$ cat src/rtl/csr_timer_compare_pkg.sv
// Shared definitions for the CSR timer compare block: CSR address defaults,
// control bit positions, compare reset value and the comparator stage record.
package csr_timer_compare_pkg;

  localparam logic [11:0] DEFAULT_ADDRESS_LOWER   = 12'h000;
  localparam logic [11:0] DEFAULT_ADDRESS_UPPER   = 12'h000;
  localparam logic [11:0] DEFAULT_ADDRESS_CONTROL = 12'h000;

  localparam int CTRL_ENABLE_BIT  = 0;
  localparam int CTRL_PENDING_BIT = 1;

  localparam logic [63:0] COMPARE_RESET = 64'hFFFF_FFFF_FFFF_FFFF;

  // Registered partial results of the split 64-bit compare.
  typedef struct packed {
    logic valid;
    logic hi_gt;
    logic hi_eq;
    logic lo_ge;
  } stage_t;

  function automatic logic stage_match(input stage_t s);
    return s.valid && (s.hi_gt || (s.hi_eq && s.lo_ge));
  endfunction

endpackage

$ cat src/rtl/csr_timer_compare_pipe.sv
// Two-stage unsigned 64-bit "value >= compare" check; the halves are compared
// and registered first, then combined. A flush drops the in-flight result.
module csr_timer_compare_pipe
  import csr_timer_compare_pkg::*;
(
  input  logic        clk,
  input  logic        rst,
  input  logic        flush,
  input  logic [63:0] value,
  input  logic [63:0] compare,
  output logic        match
);

  stage_t stage;

  always_ff @(posedge clk) begin
    if (!rst) begin
      stage <= '0;
    end else begin
      stage.valid <= !flush;
      stage.hi_gt <= value[63:32] >  compare[63:32];
      stage.hi_eq <= value[63:32] == compare[63:32];
      stage.lo_ge <= value[31:0]  >= compare[31:0];
    end
  end

  assign match = stage_match(stage);

endmodule

$ cat src/rtl/csr_timer_compare.sv
// CSR-mapped 64-bit timer compare with sticky pending flag and enable-gated
// interrupt output for the core interrupt controller.
module csr_timer_compare
  import csr_timer_compare_pkg::*;
#(
  parameter logic [11:0] ADDRESS_LOWER   = DEFAULT_ADDRESS_LOWER,
  parameter logic [11:0] ADDRESS_UPPER   = DEFAULT_ADDRESS_UPPER,
  parameter logic [11:0] ADDRESS_CONTROL = DEFAULT_ADDRESS_CONTROL
) (
  input  logic        clk,
  input  logic        rst,
  input  logic        csrWriteEnable,
  input  logic [11:0] csrWriteAddress,
  input  logic [31:0] csrWriteData,
  input  logic        csrReadEnable,
  input  logic [11:0] csrReadAddress,
  output logic [31:0] csrReadData,
  output logic        csrRequestOutput,
  input  logic [63:0] timerValue,
  output logic        timerInterrupt
);

  logic [63:0] compare_q;
  logic        enable_q;
  logic        pending_q;

  logic write_lower;
  logic write_upper;
  logic write_control;
  logic compare_write;
  logic match;

  assign write_lower   = csrWriteEnable && (csrWriteAddress == ADDRESS_LOWER);
  assign write_upper   = csrWriteEnable && (csrWriteAddress == ADDRESS_UPPER);
  assign write_control = csrWriteEnable && (csrWriteAddress == ADDRESS_CONTROL);
  assign compare_write = write_lower || write_upper;

  csr_timer_compare_pipe u_pipe (
    .clk     (clk),
    .rst     (rst),
    .flush   (compare_write),
    .value   (timerValue),
    .compare (compare_q),
    .match   (match)
  );

  always_ff @(posedge clk) begin
    if (!rst) begin
      compare_q <= COMPARE_RESET;
      enable_q  <= 1'b0;
    end else begin
      if (write_lower) compare_q[31:0]  <= csrWriteData;
      if (write_upper) compare_q[63:32] <= csrWriteData;
      if (write_control) enable_q <= csrWriteData[CTRL_ENABLE_BIT];
    end
  end

  // A match re-asserts over a W1C clear; a compare write beats both so stale
  // results from the old compare can never set the flag.
  always_ff @(posedge clk) begin
    if (!rst) begin
      pending_q <= 1'b0;
    end else if (compare_write) begin
      pending_q <= 1'b0;
    end else if (match) begin
      pending_q <= 1'b1;
    end else if (write_control && csrWriteData[CTRL_PENDING_BIT]) begin
      pending_q <= 1'b0;
    end
  end

  assign timerInterrupt = pending_q && enable_q;

  always_comb begin
    csrReadData      = 32'b0;
    csrRequestOutput = 1'b0;
    if (csrReadEnable) begin
      if (csrReadAddress == ADDRESS_LOWER) begin
        csrReadData      = compare_q[31:0];
        csrRequestOutput = 1'b1;
      end else if (csrReadAddress == ADDRESS_UPPER) begin
        csrReadData      = compare_q[63:32];
        csrRequestOutput = 1'b1;
      end else if (csrReadAddress == ADDRESS_CONTROL) begin
        csrReadData                   = 32'b0;
        csrReadData[CTRL_ENABLE_BIT]  = enable_q;
        csrReadData[CTRL_PENDING_BIT] = pending_q;
        csrRequestOutput              = 1'b1;
      end
    end
  end

endmodule

$ cat config.mk
export PLATFORM = sky130hd
export DESIGN_NAME = csr_timer_compare
export DESIGN_NICKNAME = d
export VERILOG_FILES = /design/src/rtl/csr_timer_compare_pkg.sv /design/src/rtl/csr_timer_compare_pipe.sv /design/src/rtl/csr_timer_compare.sv
export SDC_FILE = /design/constraint.sdc
export NUM_CORES = 1
export LEC_CHECK = 0
export BUFFER_PORTS_ARGS = -buffer_cell sky130_fd_sc_hd__buf_2
export CAP_MARGIN = 20
export CELL_PAD_IN_SITES_DETAIL_PLACEMENT = 1
export CELL_PAD_IN_SITES_GLOBAL_PLACEMENT = 2
export CORE_MARGIN = 2
export CORE_UTILIZATION = 25
export DETAILED_ROUTE_END_ITERATION = 8
export HOLD_SLACK_MARGIN = 0.1
export PLACE_DENSITY = 0.87
export SLEW_MARGIN = 20
export SYNTH_ARGS = -nofsm -noshare
export SYNTH_HDL_FRONTEND = slang
export SYNTH_SLANG_ARGS = --single-unit
$ cat constraint.sdc
create_clock -name clk -period 2.4 [get_ports clk]
set_input_delay 0.48 -clock clk [delete_from_list [all_inputs] [get_ports clk]]
set_output_delay 0.48 -clock clk [all_outputs]
set_load 0.02 [all_outputs]
==> flow_summary.ini <==
[status]
outcome = finished clean

[yosys]
synth_edf_count = 0
syn_area_mm2 = 0.00303
syn_inst = 360
synthArstFlopShare_pct = 0
ys_ff_latch = 38
seq_area_frac_synth_pct = 25.1
synth.distinct_cells = 35
syn_avg_cell_area_um2 = 8.41
synth_area_leaders = ha_1 26%, dfxtp_1 25%, o211ai_1 8.2%
synthesis.nets = 548
synth_most_common_cell = ha_1
yosys.area.top_type_share_pct = 26.4
synth_ff_type = dfxtp_1
yosysTopAreaCell = ha_1
ys.warnings.count = 0
synthTopCellsByCount = 64 x ha_1, 45 x nand2_1, 38 x dfxtp_1, 36 x inv_1, 33 x o211ai_1

[pwr]
powerDensity_mw_per_mm2 = 357
peakVddDrop_uv = 203
leakage_nw = 2.39

[clock_tree]
cts_made_buffers = 5
postCtsSetupBuffers = 0
clk_pin_slew_ns = 0.06
clock_latency_ns = 0.28
clockBufferDepth = 2
cts_tree = built
htreeDepth = 2
root_buffer = clkbuf_16
cts_num_sinks = 38

[timing]
max_freq_ghz = 0.419
slew_headroom_pct = 73.7
setup_ws_ns = 0.0127
period_minus_slack_ns = 2.39
rsz0062_at_grt = true
finalHoldViolCount = 0
skew_ns = 0.00699
fin_setup_tns_ns = 0
worst_pin_slew_ns = 0.391
setup_viol = 0
drv_slew = 0
fin_crit_sh_pct = 99.5

[global_routing]
grt_max_degree = 66
grt_use_met1_pct = 19.2
met2_usage_pct = 26.5
grt_pass1_wl_um = 15600
overflow = 0
grt_use_met3_pct = 2.22
grt_usage_pct = 15.0
grt_pass1_vias = 3338
busiest_layer = met2
antenna_found_initial = 0

[place]
dpl.hpwl_um = 8280
gp_congestion = 0.755
place_ws_ns = -0.0113
portBuffers = 157

[floorplanning]
die_w_um = 114
initial_core_util_pct = 25.4
die-area_mm2 = 0.0130
die_h_um = 114
core_area_mm2 = 0.0119
io-pin-count = 158
placementRows = 40

[route]
viasPerCell = 4.76
first_pass_iters = 4
avgRoutedWirePerCell_um = 15.0
vias = 3159
routed_wl_um = 9940
first_iter_violations = 82
ant_nets = 0
drc = 0

[setup_path]
critPathCaptureType = primary output
path_cells = buf_2, or4_4, nor4_4, buf_6, and2_2, buf_4
cp_max_fo = 21
critPathKind = in -> out
critPathSlowestCell = or4_4
cp.required_ns = 1.92
cp-start-kind = input port
crit_arrival_ns = 1.91
rrSetupSlack_ns = 0.33
critPathMaxStageDelay_ns = 0.53

[cells_and_area]
syn2layout_area_growth_pct = 40.0
diodes = 0
drive_gt1_share_pct = 35.9
fin_util_pct = 35.6
nets = 703

[hold_path]
min_path_type = in -> reg

[job]
max-cap-violations = 0
[timing repair]
action,CTS,global route
setup endpoints to repair,16,32
gates resized for setup,0,43
hold buffers,0,0
[cell families after synthesis]
family,after synthesis,synth area share [%]
compound gates,85,19.1
fa+ha+maj,64,26.4
buf+inv,50,7.19
flops,38,25.1
simple gates,123,22.1
[final cells by class]
| class | count | area, µm² |
|---|---|---|
| Clock inverter | 2 | 12.5 |
| Timing Repair Buffer | 162 | 957 |
| Sequential cell | 38 | 761 |
| Multi-Input combinational cell | 272 | 2050 |
| Inverter | 36 | 135 |
| Clock buffer | 6 | 139 |
| Tap cell | 147 | 184 |
| Fill cell | 1468 | 7670 |
[cell usage in the layout (no fill, tap or decap), types with 10 or more instances in the layout]
cell / count
o211ai_1: 33
inv_1: 36
ha_1: 64
dfxtp_1: 38
nand2_1: 45
and2_1: 21
nand4_1: 10
buf_4: 25
buf_6: 11
and2_2: 12
buf_2: 125
a21oi_1: 23
[worst max-delay path, delay by kind of cell]
family / cells / cell delay [ns]
buf+inv: 3 / 0.45
simple gates: 3 / 0.98
[state kept, by name, indices dropped and copies added, names as in the netlist]
| signal | count |
|---|---|
| pending_q | 1 |
| enable_q | 1 |
| u_pipe.stage | 4 |
| compare_q | 32 |
[where the power goes]
group	switching, mW	leakage (nW)	internal [mW]	total [mW]
clock	0.277	0.0729	0.412	0.689
sequential	0.000282	0.308	0.631	0.632
combinational	0.0879	2.01	0.103	0.191
total	0.366	2.39	1.15	1.51
[metrics by stage]
step | area (µm²) | cells | power (mW) | hold WS [ns]
6_report | 4240 | 663 | 1.51 | 0.420
5_1_grt | 4240 | 663 | 1.59 | 0.426
4_1_cts | 4120 | 663 | 1.54 | 0.411
3_5_place_dp | 3970 | 655 | 0.840 | 0.450
3_3_place_gp | 3970 | 655 | 0.831 | 0.439
2_1_floorplan | 3030 | 360 | 0.708 | 0.432
[metal layers]
metal	share of wire [%]	up-vias
met5	0	-
met4	0.88	0
met3	5.2	4
met2	48	98
met1	46	1453
li1	-	1604
[path summary, 6_finish.rpt]
check             depth (start not counted)         endpoint              start
setup / recovery                          6  csrReadData[22]  csrReadAddress[5]
hold / removal                            3    compare_q[32]    csrWriteData[0]
setup reg to reg                          7  u_pipe.stage[0]      compare_q[38]
hold reg to reg                           2         enable_q           enable_q
No activity file was read; power rests on OpenSTA's default activity.
